<file path="config.mk">
export PLATFORM = sky130hd
export DESIGN_NAME = seconds_countdown_ctrl
export DESIGN_NICKNAME = d
export VERILOG_FILES = /design/src/rtl/seconds_countdown_ctrl_pkg.sv /design/src/rtl/seconds_countdown_ctrl.sv
export SDC_FILE = /design/constraint.sdc
export NUM_CORES = 1
export LEC_CHECK = 0
export CAP_MARGIN = 20
export CELL_PAD_IN_SITES_DETAIL_PLACEMENT = 0
export CELL_PAD_IN_SITES_GLOBAL_PLACEMENT = 1
export CORE_ASPECT_RATIO = 1.4
export CORE_MARGIN = 3
export CORE_UTILIZATION = 34
export DETAILED_ROUTE_END_ITERATION = 16
export GPL_TIMING_DRIVEN = 0
export PLACE_DENSITY = 0.75
export REMOVE_ABC_BUFFERS = 1
export SYNTH_ARGS = -nofsm -noshare
export SYNTH_HDL_FRONTEND = slang
export SYNTH_SLANG_ARGS = --single-unit
</file>
<file path="constraint.sdc">
create_clock -name clk -period 1.76 [get_ports clk]
set_input_delay 0.176 -clock clk [delete_from_list [all_inputs] [get_ports clk]]
set_output_delay 0.176 -clock clk [all_outputs]
set_load 0.005 [all_outputs]
</file>
<file path="src/rtl/seconds_countdown_ctrl_pkg.sv">
// Shared definitions for the seconds countdown controller: state encoding and
// default widths/limits.
package seconds_countdown_ctrl_pkg;

    typedef enum logic [2:0] {
        IDLE   = 3'd0,
        LOADED = 3'd1,
        RUN    = 3'd2,
        PAUSE  = 3'd3,
        DONE   = 3'd4
    } cd_state_t;

    localparam int unsigned DEF_SEC_W   = 8;
    localparam int unsigned DEF_MAX_SEC = 99;

endpackage

</file>
<file path="src/rtl/seconds_countdown_ctrl.sv">
// Loadable seconds countdown that gates an external 1 s tick generator.
// Optional SECONDS_COUNTDOWN_AUTO_RELOAD_EN restarts from the last loaded value on expiry.
module seconds_countdown_ctrl
    import seconds_countdown_ctrl_pkg::*;
#(
    parameter int unsigned SEC_W   = DEF_SEC_W,
    parameter int unsigned MAX_SEC = DEF_MAX_SEC
) (
    input  logic             clk,
    input  logic             rst,
    input  logic             load,
    input  logic [SEC_W-1:0] load_val,
    input  logic             start,
    input  logic             pause,
    input  logic             tick,
    output logic             tick_en,
    output logic [SEC_W-1:0] remaining,
    output logic             running,
    output logic             done,
    output logic             expired
);

    localparam logic [SEC_W-1:0] MAX_V = SEC_W'(MAX_SEC);

    cd_state_t        state_q, state_n;
    logic [SEC_W-1:0] rem_n;
    logic [SEC_W-1:0] clamped;
    logic             exp_n;
    cd_state_t        ld_state;

`ifdef SECONDS_COUNTDOWN_AUTO_RELOAD_EN
    logic [SEC_W-1:0] shadow, shadow_n;
`endif

    always_comb begin
        clamped  = (load_val > MAX_V) ? MAX_V : load_val;
        ld_state = (clamped == '0) ? IDLE : LOADED;
    end

    always_comb begin
        state_n = state_q;
        rem_n   = remaining;
        exp_n   = 1'b0;
`ifdef SECONDS_COUNTDOWN_AUTO_RELOAD_EN
        shadow_n = shadow;
        if (load && clamped != '0 && state_q != RUN)
            shadow_n = clamped;
`endif
        case (state_q)
            IDLE, DONE: begin
                if (load) begin
                    state_n = ld_state;
                    rem_n   = clamped;
                end
            end
            LOADED, PAUSE: begin
                if (load) begin
                    state_n = ld_state;
                    rem_n   = clamped;
                end else if (start && !pause) begin
                    state_n = RUN;
                end
            end
            RUN: begin
                // A tick landing together with pause is still counted before pausing.
                if (tick && remaining <= SEC_W'(1)) begin
                    exp_n = 1'b1;
`ifdef SECONDS_COUNTDOWN_AUTO_RELOAD_EN
                    rem_n   = shadow;
                    state_n = pause ? PAUSE : RUN;
`else
                    rem_n   = '0;
                    state_n = DONE;
`endif
                end else if (tick) begin
                    rem_n   = remaining - SEC_W'(1);
                    state_n = pause ? PAUSE : RUN;
                end else if (pause) begin
                    state_n = PAUSE;
                end
            end
            default: begin
                state_n = IDLE;
                rem_n   = '0;
            end
        endcase
    end

    always_ff @(posedge clk) begin
        if (!rst) begin
            state_q   <= IDLE;
            remaining <= '0;
            tick_en   <= 1'b0;
            running   <= 1'b0;
            done      <= 1'b0;
            expired   <= 1'b0;
`ifdef SECONDS_COUNTDOWN_AUTO_RELOAD_EN
            shadow    <= '0;
`endif
        end else begin
            state_q   <= state_n;
            remaining <= rem_n;
            tick_en   <= (state_n == RUN);
            running   <= (state_n == RUN);
            done      <= (state_n == DONE);
            expired   <= exp_n;
`ifdef SECONDS_COUNTDOWN_AUTO_RELOAD_EN
            shadow    <= shadow_n;
`endif
        end
    end

endmodule

</file>
==> run metrics <==
CTS tree=yes; DIE WIDTH=50.0 um; gr usage total=0.169; area delta synth->final=35.1%; Setup crit end=running; CTS buffer count=3; top_reg_cell synth=dfxtp_1; slowest CP cell=dfxtp_1; Final Wtd Congestion=0.886; core area=2500 sq um; RSZ-0062 raised after global routing=false; slew margin rel.=0.741; setup slack, reg-to-reg=0.16 ns; I/O Buffers=25; WL final=2.44 mm; share of layout cells above drive strength 1=0.125; period utilization=0.911; Max VDD drop=0.000327 V; RR Endpoint=running; Final min period=1.60 ns; Sink Count=14; ANT nets after route=0; Combinational Power Share=0.256; slowest stage delay, CP=0.53 ns; Synth Cell Area=921 sq um; number of global-route vias before repair=920; asr flop ratio synth=0; Worst Tran Pin Value=0.387 ns; later-pin clock latency in the skew report=0.29 ns; clk root buf=clkbuf_4; CP Launch Point=state_q[0]; Fin Clk Skew=0.00620 ns; Synth Register Bits=14; Remaining Overflow, GRT=0; H-tree levels=1; Psw=0.000245 W; EDFF count, synth=0; row count=21; initial core utilization=0.369; post-synth cell types=41; CP cell instances=mux2_4 > or2_0 > a31o_1 > and4bb_1; global-route wire length before repair=4.34 mm; static leakage=0.430 nW; max-slew violation count=0; DP Worst Slack=-0.0134 ns; Fin. Hold Viols=0; hold_ws=0.535 ns; reg2reg path depth=4; final core utilization=0.498; Clk pwr share=0.302; initial antenna violation count=0; post-synthesis sequential area ratio=0.304; FMAX=0.624 GHz; min-delay worst type=in2reg; status=finished clean; syn_area_per_cell=8.37 sq um; Final setup viols=0; initial detailed-routing violation count=28; clock transition at the registers of the reported paths=0.09 ns; IO Pins=26; sw frac=0.301; vias per cell=5.45; Flop pwr share=0.442; reg2reg start=state_q[0]; CTS Hold Bufs=0; CP required=1.95 ns; startpoint types=register; largest net degree at the start of global routing=10; Die Y=67.6 um; Post-route DRC=0; cells after synthesis=110; ant diodes=0; Initial DRT Pass Iterations=4; pwr/cell area=656 nW/um^2; Nets=153; crit path DAT=1.79 ns; final setup margin=0.157 ns; critical path class=reg2reg; internal power component=0.000570 W; Crit. End Element=register; wire per inst=14.3 um; die area=3380 sq um; Clock Path Buffers=2; max_cap viols=0; vias=926; HPWL reported at the end of detailed placement=1.93 mm; critical path peak fanout=9; hold path depth=3; Yosys warnings=0
-- worst max-delay path, delay by kind of cell (launching register included) --
kind	cells	cell delay, ns
compound gates	1	0.21
flops	1	0.53
mux	1	0.36
simple gates	2	0.41
-- state kept, by name (all words and copies together) (netlist names) --
name       cells
state_q        3
running        1
expired        1
done           1
remaining      8
-- power groups by stage --
stage	clock network, W	registers [W]	logic [W]
floorplan	0	0.000363	0.000109
global placement	0	0.000366	0.000199
detailed placement	0	0.000367	0.000201
CTS	0.000252	0.000360	0.000202
global route	0.000274	0.000365	0.000234
finish	0.000246	0.000361	0.000209
-- worst min-delay path by stage --
stage               slack (ns)      endpoint         start
finish                    0.53  remaining[1]   load_val[1]
global route              0.56  remaining[1]   load_val[1]
CTS                       0.53  remaining[1]   load_val[1]
detailed placement        0.52  remaining[7]  remaining[7]
global placement          0.53  remaining[7]  remaining[7]
floorplan                 0.29  remaining[4]   load_val[4]
-- layer usage --
layer | up-vias | GRT usage | wire (um)
li1 | 472 | - | -
met1 | 428 | 0.198 | 1070
met2 | 19 | 0.299 | 1240
met3 | 7 | 0.0287 | 74
met4 | 0 | 0.0727 | 59
met5 | - | 0 | 0
-- placed cells by master (no fill, tap or decap), drive strengths merged, types with 2 or more instances in the layout --
master	n
or2	2
inv	4
a21oi	3
nor3	8
o211ai	4
ha	2
a221o	2
a31oi	2
nor2	13
o311a	2
clkdlybuf4s50	25
nand3	4
nor3b	3
nor2b	4
nand4b	2
clkbuf	4
nand3b	2
dfxtp	14
nand2	11
o21ai	7
-- cells by family after synthesis --
kind of cell             Yosys count  synth area share
adder cells (fa/ha/maj)            2            0.0272
buffers and inverters              8            0.0448
AND/OR/NAND/NOR                   55             0.357
flip-flops                        14             0.304
AO/OA/AOI/OAI                     30             0.250
multiplexers                       1            0.0163
-- cell usage after synthesis (2+ instances only) --
cell,instances,share of area
a31oi_1,2,0.014
nand4b_1,2,0.019
or2_0,2,0.014
nor2b_1,4,0.027
nor3_1,8,0.043
nor2_1,12,0.049
nand2_1,11,0.045
a221o_1,2,0.022
nand3b_1,2,0.016
dfxtp_1,14,0.30
o21ai_1,5,0.027
inv_1,4,0.016
o211ai_1,4,0.033
nand3_1,4,0.022
o21ai_0,2,0.011
a21oi_1,3,0.016
nor3b_2,2,0.027
o311a_1,2,0.022
ha_1,2,0.027
clkbuf_1,2,0.0082
-- layout make-up --
cell class,instances,area (sq um)
well taps,34,42.5
multi-input cells,88,611
clock buffers,4,36.3
flip-flops and latches,14,282
inverters,4,15.0
fillers,246,1250
repair buffers,26,258
-- metrics by stage --
| step | setup TNS [ns] | instance area, sq um | cells | total power [W] |
|---|---|---|---|---|
| 2_1_floorplan | 0 | 895 | 106 | 0.000472 |
| 3_3_place_gp | -0.0252 | 1190 | 165 | 0.000565 |
| 3_5_place_dp | -0.0204 | 1190 | 165 | 0.000568 |
| 4_1_cts | 0 | 1220 | 169 | 0.000814 |
| 5_1_grt | 0 | 1240 | 170 | 0.000872 |
| 6_report | 0 | 1240 | 170 | 0.000816 |
-- timing repair --
action,CTS,global route
buffers inserted,0,1
setup endpoints to repair,0,10
gates resized for setup,0,3
(Power assumes the default switching activity.)
